==> src/rtl/addac_mux_arbiter_pkg.sv <==
// Shared types and constants for the ADDAC DAC-input mux arbiter.
package addac_arb_pkg;

    typedef enum logic [1:0] {
        IDLE      = 2'd0,
        GRANT     = 2'd1,
        ACK       = 2'd2,
        WAIT_DROP = 2'd3
    } arb_state_t;

    localparam logic SEL_A   = 1'b0;
    localparam logic SEL_B   = 1'b1;
    localparam int   ADDAC_W = 4;
    localparam int   CNT_W   = 4;

    // On a tie, favour the requester that did not win the previous grant.
    function automatic logic rr_pick(input logic last_grant);
        return (last_grant == SEL_A) ? SEL_B : SEL_A;
    endfunction

endpackage

==> src/rtl/addac_mux_arbiter_mux.sv <==
// Existing fixed 4-bit 2:1 mux in front of the DAC (0 selects a, 1 selects b).
module addac_mux_arbiter_mux
    import addac_arb_pkg::*;
(
    input  logic [ADDAC_W-1:0] a_i,
    input  logic [ADDAC_W-1:0] b_i,
    input  logic               sel_i,
    output logic [ADDAC_W-1:0] y_o
);

    assign y_o = (sel_i == SEL_B) ? b_i : a_i;

endmodule

==> src/rtl/addac_mux_arbiter.sv <==
// Arbitrates requesters A and B (4-phase req/ack) for the shared DAC input mux.
// Optional build macro ADDAC_ARB_FIXED_PRIO_EN: A always wins a tie instead of round-robin.
module addac_mux_arbiter
    import addac_arb_pkg::*;
#(
    parameter int WIDTH       = 4,
    parameter int HOLD_CYCLES = 3
) (
    input  logic             clk,
    input  logic             reset,
    input  logic             req_a,
    input  logic [WIDTH-1:0] data_a,
    input  logic             req_b,
    input  logic [WIDTH-1:0] data_b,
    output logic             ack_a,
    output logic             ack_b,
    output logic             mux_sel,
    output logic [WIDTH-1:0] dac_code,
    output logic             dac_valid,
    output logic             busy
);

    generate
        if (WIDTH != ADDAC_W) begin : g_bad_width
            $error("addac_mux_arbiter: WIDTH must equal 4");
        end
        if ((HOLD_CYCLES < 1) || (HOLD_CYCLES > 15)) begin : g_bad_hold
            $error("addac_mux_arbiter: HOLD_CYCLES must be in 1..15");
        end
    endgenerate

    localparam logic [CNT_W-1:0] HOLD_LAST = CNT_W'(HOLD_CYCLES - 1);

    arb_state_t       state_q, state_d;
    logic [CNT_W-1:0] cnt_q, cnt_d;
    logic             last_grant_q, last_grant_d;
    logic [WIDTH-1:0] mux_a_q, mux_a_d;
    logic [WIDTH-1:0] mux_b_q, mux_b_d;
    logic             mux_sel_q, mux_sel_d;
    logic             ack_a_q, ack_a_d;
    logic             ack_b_q, ack_b_d;
    logic             dac_valid_q, dac_valid_d;
    logic             busy_q, busy_d;
    logic             tie_pick_s;
    logic             winner_s;
    logic             granted_req_s;

`ifdef ADDAC_ARB_FIXED_PRIO_EN
    assign tie_pick_s = SEL_A;
`else
    assign tie_pick_s = rr_pick(last_grant_q);
`endif

    // State, datapath and registered-output flops; reset aborts any grant in flight.
    always_ff @(posedge clk or negedge reset) begin
        if (!reset) begin
            state_q      <= IDLE;
            cnt_q        <= {CNT_W{1'b0}};
            last_grant_q <= SEL_B;
            mux_a_q      <= {WIDTH{1'b0}};
            mux_b_q      <= {WIDTH{1'b0}};
            mux_sel_q    <= SEL_A;
            ack_a_q      <= 1'b0;
            ack_b_q      <= 1'b0;
            dac_valid_q  <= 1'b0;
            busy_q       <= 1'b0;
        end else begin
            state_q      <= state_d;
            cnt_q        <= cnt_d;
            last_grant_q <= last_grant_d;
            mux_a_q      <= mux_a_d;
            mux_b_q      <= mux_b_d;
            mux_sel_q    <= mux_sel_d;
            ack_a_q      <= ack_a_d;
            ack_b_q      <= ack_b_d;
            dac_valid_q  <= dac_valid_d;
            busy_q       <= busy_d;
        end
    end

    // Next state: arbitration, code capture and hold countdown.
    always_comb begin
        state_d       = state_q;
        cnt_d         = cnt_q;
        last_grant_d  = last_grant_q;
        mux_a_d       = mux_a_q;
        mux_b_d       = mux_b_q;
        mux_sel_d     = mux_sel_q;
        winner_s      = SEL_A;
        granted_req_s = (last_grant_q == SEL_A) ? req_a : req_b;
        case (state_q)
            IDLE: begin
                if (req_a || req_b) begin
                    if (req_a && req_b) begin
                        winner_s = tie_pick_s;
                    end else if (req_a) begin
                        winner_s = SEL_A;
                    end else begin
                        winner_s = SEL_B;
                    end
                    if (winner_s == SEL_A) begin
                        mux_a_d = data_a;
                    end else begin
                        mux_b_d = data_b;
                    end
                    mux_sel_d    = winner_s;
                    last_grant_d = winner_s;
                    cnt_d        = HOLD_LAST;
                    state_d      = GRANT;
                end else begin
                    state_d = IDLE;
                end
            end
            GRANT: begin
                if (cnt_q == {CNT_W{1'b0}}) begin
                    state_d = ACK;
                end else begin
                    cnt_d = cnt_q - CNT_W'(1);
                end
            end
            ACK: begin
                state_d = WAIT_DROP;
            end
            WAIT_DROP: begin
                // Holding here stops a still-raised request from being granted twice.
                if (!granted_req_s) begin
                    state_d = IDLE;
                end else begin
                    state_d = WAIT_DROP;
                end
            end
            default: begin
                state_d = IDLE;
            end
        endcase
    end

    // Outputs decoded from the upcoming state so they leave the flops aligned with it.
    always_comb begin
        ack_a_d     = 1'b0;
        ack_b_d     = 1'b0;
        dac_valid_d = 1'b0;
        busy_d      = 1'b0;
        case (state_d)
            IDLE: begin
                busy_d = 1'b0;
            end
            GRANT: begin
                dac_valid_d = 1'b1;
                busy_d      = 1'b1;
            end
            ACK: begin
                busy_d = 1'b1;
                if (last_grant_d == SEL_A) begin
                    ack_a_d = 1'b1;
                end else begin
                    ack_b_d = 1'b1;
                end
            end
            WAIT_DROP: begin
                busy_d = 1'b1;
            end
            default: begin
                busy_d = 1'b0;
            end
        endcase
    end

    assign ack_a     = ack_a_q;
    assign ack_b     = ack_b_q;
    assign mux_sel   = mux_sel_q;
    assign dac_valid = dac_valid_q;
    assign busy      = busy_q;

    addac_mux_arbiter_mux u_mux (mux_a_q, mux_b_q, mux_sel, dac_code);

endmodule

==> config.mk <==
export PLATFORM = sky130hd
export DESIGN_NAME = addac_mux_arbiter
export DESIGN_NICKNAME = d
export VERILOG_FILES = /design/src/rtl/addac_mux_arbiter_pkg.sv /design/src/rtl/addac_mux_arbiter_mux.sv /design/src/rtl/addac_mux_arbiter.sv
export SDC_FILE = /design/constraint.sdc
export NUM_CORES = 1
export LEC_CHECK = 0
export CAP_MARGIN = 20
export CORE_ASPECT_RATIO = 1.25
export CORE_MARGIN = 4
export CORE_UTILIZATION = 44
export DETAILED_ROUTE_END_ITERATION = 6
export HOLD_SLACK_MARGIN = 0.05
export PLACE_DENSITY = 0.8
export SLEW_MARGIN = 25
export SYNTH_ARGS = -nofsm -noshare
export SYNTH_HDL_FRONTEND = slang
export SYNTH_HIERARCHICAL = 1
export SYNTH_SLANG_ARGS = --single-unit
==> constraint.sdc <==
create_clock -name clk -period 1.4 [get_ports clk]
set_input_delay 0.35 -clock clk [delete_from_list [all_inputs] [get_ports clk]]
set_output_delay 0.35 -clock clk [all_outputs]
set_load 0.02 [all_outputs]
; After elaboration in Yosys (flattened, before gate mapping)
; Index checks and enable logic that the tools add are counted.
[totals]
word_cells = 53
reg_bits = 20
out_inout_bits = 9
[classes]
reduce_logical = 11
bitwise_logic = 1
mux = 22
n_eq_ne = 8
n_addsub = 1
[op_table]
columns = operator, count
row1 = 1-bit 2-to-1 mux, 14
row2 = 4-bit 2-to-1 mux, 3
row3 = 3-bit AND reduction, 3
row4 = 2-bit == test (second input constant), 4
row5 = 2-bit one-hot mux with 4 select lines, 1
row6 = 4-bit one-hot mux with 2 select lines, 1
row7 = 2-bit by 1-bit == test with 1-bit output (second input constant), 2
row8 = 2-bit logical NOT, 2
row9 = 4-bit logical NOT, 1
row10 = 2-bit 2-to-1 mux, 2
row11 = 2-bit inequality test (second input constant), 2
row12 = 4-bit by 1-bit subtractor with 4-bit output (second input constant), 1
row13 = 3-bit OR reduction, 1
row14 = 1-bit one-hot mux with 2 select lines, 1
row15 = 2-bit AND reduction, 1
row16 = 2-bit nonzero test, 1
row17 = 1-bit logical AND, 1
row18 = 1-bit logical OR, 1
row19 = 1-bit inverter, 1

; Longest topological paths before layout
; Gate-level depths: netlist of the first run.
[depth]
depth_word = 8
depth_mapped = 6
ltp_nobuf = 5

; Hierarchy
; The synthesis of the first run kept the hierarchy.
[modules_own_cells]
columns = module, area_each_um2, cells_per_inst, seq_area_each_um2, instances
row1 = addac_mux_arbiter, 957.2, 79, 501.7, 1
row2 = addac_mux_arbiter_mux, 45.0, 4, 0.0, 1

; Worst setup path before layout of the first run
; Ideal clock, no wire load.
[synth_timing]
kind = flip-flop to flip-flop
from = register cnt_q[0]
to = register cnt_q[2]
stages_incl_launch_ff = 7
n_path_buf = 1
arrival_ps = 1324
slack_ps = -3
path_cell_list = dfrtp_1 > inv_1 > ha_1 > or3b_1 > buf_2 > nand3_2 > mux2i_1
[synth_via]
elab_chain_len = 3
elab_cells_between_ends = 6
classes_between = add/sub (1) / eq/ne (1) / mux (2) / reduce/logical (2)
[synth_rtl]
columns = item, line_no
row1 = start: declaration, addac_mux_arbiter.sv:35  ; logic [CNT_W-1:0] cnt_q, cnt_d;
row2 = start signal: assignment, addac_mux_arbiter.sv:58  ; cnt_q <= {CNT_W{1'b0}};
row3 = start signal: assignment, addac_mux_arbiter.sv:69  ; cnt_q <= cnt_d;
row4 = 4-bit by 1-bit subtractor with 4-bit output / 4-bit logical NOT (equally long branches), "addac_mux_arbiter.sv:118, addac_mux_arbiter.sv:115"
row5 = 4-bit 2-to-1 mux / 2-bit inequality test (equally long branches), --
row6 = 4-bit one-hot mux with 2 select lines / 3-bit AND reduction (equally long branches), --
; Parallel ways exist; a longest one is shown, timed or not. The select of a mux whose other input is x is not followed.
; A chain may end at the register's enable or synchronous reset.

; Worst setup path after layout of the first run
[layout_timing]
from = register mux_sel_q, in the netlist mux_sel
to = output dac_code[2]
[layout_via]
elab_chain_len = 1
[layout_rtl]
columns = item, line_no
row1 = start: declaration, addac_mux_arbiter.sv:39  ; logic mux_sel_q, mux_sel_d;
row2 = start signal: assignment, addac_mux_arbiter.sv:73  ; mux_sel_q <= mux_sel_d;
row3 = 4-bit 2-to-1 mux, addac_mux_arbiter_mux.sv:11  ; assign y_o = (sel_i == SEL_B) ? b_i : a_i;
row4 = end: declaration, addac_mux_arbiter.sv:18  ; output logic [WIDTH-1:0] dac_code,
; Every way passes these cells.

==> impl_metrics.csv, run 1 <==
group,metric,value,unit
layout,multi_input_area,494,um^2
yosys,synthArstFlopShare,100,%
setup_path,cp_data_arrival_time,1.23,ns
setup_path,startpoint,"mux_sel",
sta,fin_crit,1.58,ns
power,power_density,2180,nW/um^2
yosys,synth-compound-area-share,11.2,%
place,gp_congestion,0.799,
yosys,synthXorXnorAreaFrac,0,%
setup_path,critical_path_class,"reg2out",
layout,area_delta_synth_final,40.9,%
layout,layout.nets,133,
sta,timing.final.hold_violations,0,
layout,post-route-util,64.6,%
routing,drcViolationCount,0,
clock_network,htree_levels,1,
setup_path,reg2reg_depth,5,
sta,skew,0.00286,ns
power,ir_drop,1.57,mV
yosys,yosys_warnings,6,
sta,max_freq,632,MHz
sta,max-slew-margin-rel,77.1,%
clock_network,cts_tree,"built",
yosys,synth.area.mux_share,16.6,%
sta,worst_slew_pin_slew,0.344,ns
routing,ant_nets,0,
floorplanning,core.rowCount,19,
clock_network,cts.clk_slew.worst_paths,0.12,ns
yosys,seq_area_frac_synth,50.1,%
power,finalPower,3.08,mW
setup_path,path_max_fanout,6,
floorplanning,coreArea,2190,um^2
setup_path,slowest_delay,0.48,ns
yosys,ys_types,32,
place,dp_hpwl,1.52,mm
power,leakage,0.638,nW
routing,vias,762,
layout,final_cell_mix,"dfrtp_1 (17), buf_4 (15), clkdlybuf4s50_1 (11)",
layout,drive_gt1_share,46.6,%
status,violations,"negative setup slack",
routing,drtIter0Drc,23,
grt,grt_usage,14.4,%
grt,grt_pass1_vias,746,
routing,drtPass1Iterations,4,
layout,num-fill-cells,167,
layout,n_antenna_cell,0,
clock_network,cts_num_sinks,20,
setup_path,crit_path_end,"dac_code[2]",
layout,mostFrequentLayoutCell,"dfrtp_1",
setup_path,cp.required,1.05,ns
clock_network,root_buffer,"clkbuf_4",
setup_path,reg2reg_from,"cnt_q[0]",
routing,routed_wl,2.11,mm
grt,grt_start_max_net_pins,21,
place,io_buffers,20,
sta,final_max_slew_viol_count,0,
grt,antenna_found_initial,0,
sta,setup_viol_count_final,4,
yosys,synth_simple_gate_area_share,14.9,%
floorplanning,boundaryPins,21,
floorplanning,die-area,3110,um^2
setup_path,slowest_stage,"dfrtp_2",
routing,wl_per_cell,14.1,um
grt,grt_pass1_wl,3.34,mm
clock_network,clkLatencyLatePin,0.30,ns
yosys,ys_seq_elements,20,
floorplanning,initial_core_util,45.8,%
setup_path,critPathLaunchType,"flop",
clock_network,cts_inserted_buffers,3,
floorplanning,dieWidth,50.7,um
sta,rsz0062_at_grt,"yes",
setup_path,r2r_end,"cnt_q[2]",
setup_path,cp-end-kind,"output port",
sta,period_share,113,%
layout,regArea,504,um^2
setup_path,path_cells,"mux2_4 -> buf_6",
sta,setup_ws,-0.182,ns
yosys,synth_area,1000,um^2
yosys,synth_flop_cell,"dfrtp_1",
yosys,syn_inst,83,
grt,grt-ovfl-total,0,
worst_hold_path,min_path_type,"in2async",
setup_path,rrSetupSlack,0.02,ns
yosys,syn_area_per_cell,12.1,um^2
flow_run,drv_cap,0,
clock_network,cts.path.max_buffers,2,
yosys,synth_fa_ha_area_share,2.50,%
status,status,"finished with violations",
floorplanning,die_h,61.4,um
yosys,syn_nets,97,
yosys,synth_edf_count,0,
yosys,synth_top_family_by_area,"multiplexers",
routing,vias_per_cell,5.11,
==> worst min path at each step <==
stage | to | cells after the start | startpoint | slack [ns]
final | mux_a_q[0] | 2 | reset | 0.36
after detailed placement | mux_a_q[3] | 1 | mux_a_q[3] | 0.49
after global placement | mux_b_q[1] | 1 | mux_b_q[1] | 0.48
after global routing | mux_a_q[0] | 2 | reset | 0.38
after CTS | mux_a_q[0] | 2 | reset | 0.37
after floorplan | ack_a | 0 | reset | 0.05
==> final cells by class <==
class                           count  area share, %
Clock buffer                        3           1.59
Multi-Input combinational cell     55           35.0
Inverter                            4           1.06
Sequential cell                    20           35.7
Clock inverter                      1           2.13
Tap cell                           31           2.75
Timing Repair Buffer               35           21.8
==> through the flow <==
stage	instance area [um^2]	std cells	hold WS, ns	worst slack [ns]	setup TNS (ns)
after detailed placement	1290	141	0.493	-0.292	-4.75
after global placement	1290	141	0.483	-0.279	-4.43
final	1410	149	0.365	-0.182	-0.721
after floorplan	1000	83	0.0544	0.0224	0
after global routing	1410	149	0.380	-0.232	-0.986
after CTS	1350	147	0.367	-0.209	-0.829
==> cell families after synthesis <==
kind of cell	count (synthesis)
fa+ha+maj	2
buf+inv	8
mux	15
flops	20
simple gates	22
compound gates	16
==> where the power goes <==
part	internal, mW	leakage, nW	switching (mW)
clock	0.289	0.0279	0.183
combinational	0.880	0.375	0.671
sequential	0.845	0.235	0.216
==> Yosys cell counts (2+ instances only) <==
cell type | count | area [um^2]
mux2_2 | 13 | 146
buf_6 | 2 | 22.5
o21ai_0 | 6 | 30.0
buf_2 | 2 | 10.0
a21oi_1 | 3 | 15.0
nand3_1 | 2 | 10.0
nand3_2 | 2 | 20.0
mux2i_1 | 2 | 20.0
nor3_1 | 4 | 20.0
inv_1 | 3 | 11.3
ha_1 | 2 | 25.0
o21ai_1 | 2 | 10.0
nand2_1 | 2 | 7.51
nand3b_1 | 2 | 15.0
dfrtp_1 | 19 | 475
==> timing repair <==
item | CTS | global route
hold endpoints to repair | 0 | 0
hold buffers | 0 | 0
endpoints found under the setup margin | 14 | 11
pin swaps | 1 | 0
gates resized for setup | 29 | 17
setup buffers | 2 | 2
==> per-layer routing <==
layer | global-route usage [%] | part of all wire (%) | up-vias
met5 | 0 | 0 | -
met2 | 26.5 | 53 | 21
li1 | - | - | 366
met4 | 5.77 | 0.33 | 0
met1 | 16.1 | 40 | 373
met3 | 3.39 | 6.5 | 2
==> critical path, delay by kind of cell (launching register included) <==
family,cells,cell delay (ns)
flops,1,0.48
buf+inv,1,0.13
mux,1,0.32
==> state kept, by name (all words and copies together), names as in the netlist <==
| signal | count |
|---|---|
| state_q | 2 |
| cnt_q | 4 |
| mux_a_q | 4 |
| last_grant_q | 1 |
| dac_valid | 1 |
| busy | 1 |
| ack_a | 1 |
| ack_b | 1 |
| mux_b_q | 4 |
| mux_sel | 1 |
Power figures use the tool's default switching activity.
==> inputs of run 2 (changes only) <==
--- a/config.mk
+++ b/config.mk
@@ -5,13 +5,14 @@
 export SDC_FILE = /design/constraint.sdc
 export NUM_CORES = 1
 export LEC_CHECK = 0
+export ABC_AREA = 1
 export CAP_MARGIN = 20
 export CORE_ASPECT_RATIO = 1.25
 export CORE_MARGIN = 4
 export CORE_UTILIZATION = 44
 export DETAILED_ROUTE_END_ITERATION = 6
 export HOLD_SLACK_MARGIN = 0.05
-export PLACE_DENSITY = 0.8
+export PLACE_DENSITY = 0.81
 export SLEW_MARGIN = 25
 export SYNTH_ARGS = -nofsm -noshare
 export SYNTH_HDL_FRONTEND = slang
==> run 2 against run 1 <==
Net effect:
- the run still ends with negative setup slack left
- sequential cell count unchanged
- final area is 8.4% lower
- total power decreased by 2.8%
- routed wire length fell by 7.6%
- die area is 3.5% lower
- first-iteration DRC count shrank 78%
- count of clock-buffer cells in the layout stayed put
- setup slack gained 0.14 ns
- register-to-register slack better by 0.13 ns
- clock skew grew 0.0071 ns
==> impl_metrics.csv, run 2 <==
group,metric,value,unit
status,status,"finished with violations",
status,violations,"negative setup slack",
sta,hold_slack,0.381,ns
worst_hold_path,min_path_type,"in2async",
setup_path,cp_data_arrival_time,1.09,ns
sta,final_max_slew_viol_count,0,
yosys,ys_seq_elements,20,
setup_path,critical_path_class,"reg2out",
place,dp_hpwl,1.53,mm
setup_path,rrSetupSlack,0.15,ns
clock_network,cts_tree,"built",
layout,n_antenna_cell,0,
yosys,yosys_warnings,6,
floorplanning,core.rowCount,18,
yosys,synth_flop_cell,"dfrtp_1",
routing,drtIter0Drc,5,
clock_network,root_buffer,"clkbuf_4",
setup_path,startpoint,"mux_sel",
setup_path,reg2reg_from,"cnt_q[1]",
setup_path,reg2reg_depth,6,
floorplanning,boundaryPins,21,
floorplanning,dieWidth,49.8,um
place,gp_congestion,0.803,
layout,area_delta_synth_final,34.6,%
routing,drtPass1Iterations,4,
yosys,syn_area_per_cell,8.74,um^2
sta,setup_viol_count_final,4,
yosys,synth_edf_count,0,
flow_run,drv_cap,0,
setup_path,critPathLaunchType,"flop",
clock_network,cts.path.max_buffers,2,
grt,grt_pass1_vias,785,
yosys,syn_inst,110,
layout,final_cell_mix,"nand2_1 (36), dfrtp_1 (18), clkdlybuf4s50_1 (11)",
grt,antenna_found_initial,0,
yosys,synth_most_common_cell,"nand2_1",
grt,grt-ovfl-total,0,
clock_network,cts.clk_slew.worst_paths,0.11,ns
setup_path,path_max_fanout,6,
layout,num-fill-cells,172,
grt,grt_start_max_net_pins,21,
routing,routed_wl,1.94,mm
layout,mostFrequentLayoutCell,"nand2_1",
place,io_buffers,20,
layout,reg.largest.list,"cnt_q x4, mux_a_q x4, mux_b_q x4",
clock_network,clkLatencyLatePin,0.29,ns
yosys,synthArstFlopShare,100,%
yosys,ys_types,21,
clock_network,cts_inserted_buffers,3,
yosys,synth.largest_area_cell,"dfrtp_1",
sta,setup_ws,-0.0441,ns
power,power_density,2320,nW/um^2
setup_path,cp.required,1.05,ns
routing,drcViolationCount,0,
sta,fin_tns_setup,-0.0930,ns
grt,grt_usage,14.2,%
yosys,syn_nets,124,
place,dp.cells,154,
yosys,synthTopCellsByArea,"dfrtp_1 (49%), nand2_1 (15%), nand3_1 (3.6%)",
sta,max_freq,692,MHz
sta,period_share,103,%
sta,skew,0.00996,ns
yosys,seq_area_frac_synth,52.2,%
sta,timing.final.hold_violations,0,
floorplanning,die-area,3000,um^2
yosys,synth_area,961,um^2
setup_path,cp-end-kind,"output port",
sta,rsz0062_at_grt,"yes",
routing,vias,785,
power,ir_drop,1.29,mV
floorplanning,die_h,60.3,um
setup_path,r2r_end,"cnt_q[1]",
place,dp_slack,-0.191,ns
yosys,synth_common_cells,"nand2_1 (38), dfrtp_1 (19), inv_1 (9)",
setup_path,crit_path_end,"dac_code[3]",
routing,ant_nets,0,
clock_network,cts_num_sinks,20,
grt,grt_pass1_wl,3.24,mm
sta,max-slew-margin-rel,83.2,%
sta,fin_crit,1.44,ns
layout,stdcell_count,160,
routing,wl_per_cell,12.2,um
routing,vias_per_cell,4.91,
layout,layout.nets,155,
floorplanning,coreArea,2030,um^2
power,leakage,0.673,nW
clock_network,htree_levels,1,
yosys,synth_top_area_share,49.5,%
layout,drive_gt1_share,25.7,%
floorplanning,initial_core_util,47.4,%
sta,worst_slew_pin_slew,0.252,ns
-- run 2: cell count changes in the layout (fill, tap and decap cells not counted), sizes merged, moves of 3 or more --
cell,before,now
nand2,2,43
nand3,4,9
nor2,2,11
a21oi,3,0
buf,20,10
mux2,13,0
nor3,4,1
inv,4,12
-- run 2: timing repair --
action | in CTS | in global routing
hold buffers | 0 | 0
endpoints found under the setup margin | 9 | 6
buffers inserted | 1 | 1
gates resized for setup | 27 | 8
pin swaps | 0 | 1
-- run 2: metal layers --
| metal | track usage [%] | share of wire [%] | up-vias |
|---|---|---|---|
| met3 | 2.74 | 3.0 | 4 |
| met5 | 0 | 0 | - |
| met4 | 6.72 | 0.77 | 0 |
| met1 | 14.1 | 39 | 368 |
| li1 | - | - | 399 |
| met2 | 28.2 | 57 | 14 |
-- run 2: cell families (layout without fill, tap and decap cells) --
| family | Yosys count | count (layout) | share of synthesized area (%) |
|---|---|---|---|
| compound gates | 8 | 8 | 5.60 |
| xor+xnor | 1 | 1 | 0.912 |
| fa+ha+maj | 2 | 2 | 2.60 |
| buf+inv | 13 | 43 | 5.08 |
| flops | 20 | 20 | 52.2 |
| simple gates | 66 | 66 | 33.6 |
-- run 2: final cells by class --
cell class	count	area [um^2]	area share, %
inverter	13	48.8	3.77
timing repair buffer	26	249	19.2
sequential	20	503	38.9
clock buffer	3	22.5	1.74
clock inverter	1	30.0	2.32
tap	20	25.0	1.93
multi-input combinational	77	415	32.1
-- run 2: worst min-delay path by stage --
stage                     from    endpoint
CTS                      reset  mux_a_q[3]
floorplan                reset       ack_a
detailed placement  mux_b_q[1]  mux_b_q[1]
global route             reset  mux_a_q[3]
global placement    mux_b_q[0]  mux_b_q[0]
finish                   reset  mux_a_q[3]
-- run 2: stage by stage --
stage	instance area [um^2]	utilization [%]	power, mW
3_5_place_dp	1220	60.0	2.50
5_1_grt	1290	63.8	3.22
3_3_place_gp	1220	60.0	2.42
4_1_cts	1260	62.4	2.92
2_1_floorplan	961	-	1.94
6_report	1290	63.8	3.00
-- run 2: power by group --
| group | switching (mW) | leakage, nW | internal (mW) |
|---|---|---|---|
| registers | 0.181 | 0.246 | 0.838 |
| logic | 0.868 | 0.399 | 0.654 |
| clock network | 0.168 | 0.0279 | 0.289 |
| total | 1.22 | 0.673 | 1.78 |
-- run 2: critical path, cell delays in order, from the launching register on --
cell     delay (ns)
dfrtp_2        0.46
buf_6          0.13
nand2_2        0.05
nand2_2        0.05
buf_6          0.12
==> inputs of run 3 (changes only) <==
--- a/config.mk
+++ b/config.mk
@@ -10,6 +10,7 @@
 export CORE_ASPECT_RATIO = 1.25
 export CORE_MARGIN = 4
 export CORE_UTILIZATION = 44
+export CTS_CLUSTER_DIAMETER = 150
 export DETAILED_ROUTE_END_ITERATION = 6
 export HOLD_SLACK_MARGIN = 0.05
 export PLACE_DENSITY = 0.81
==> results of run 3 <==
Final layout, timing and power as in run 2 (identical DEF).
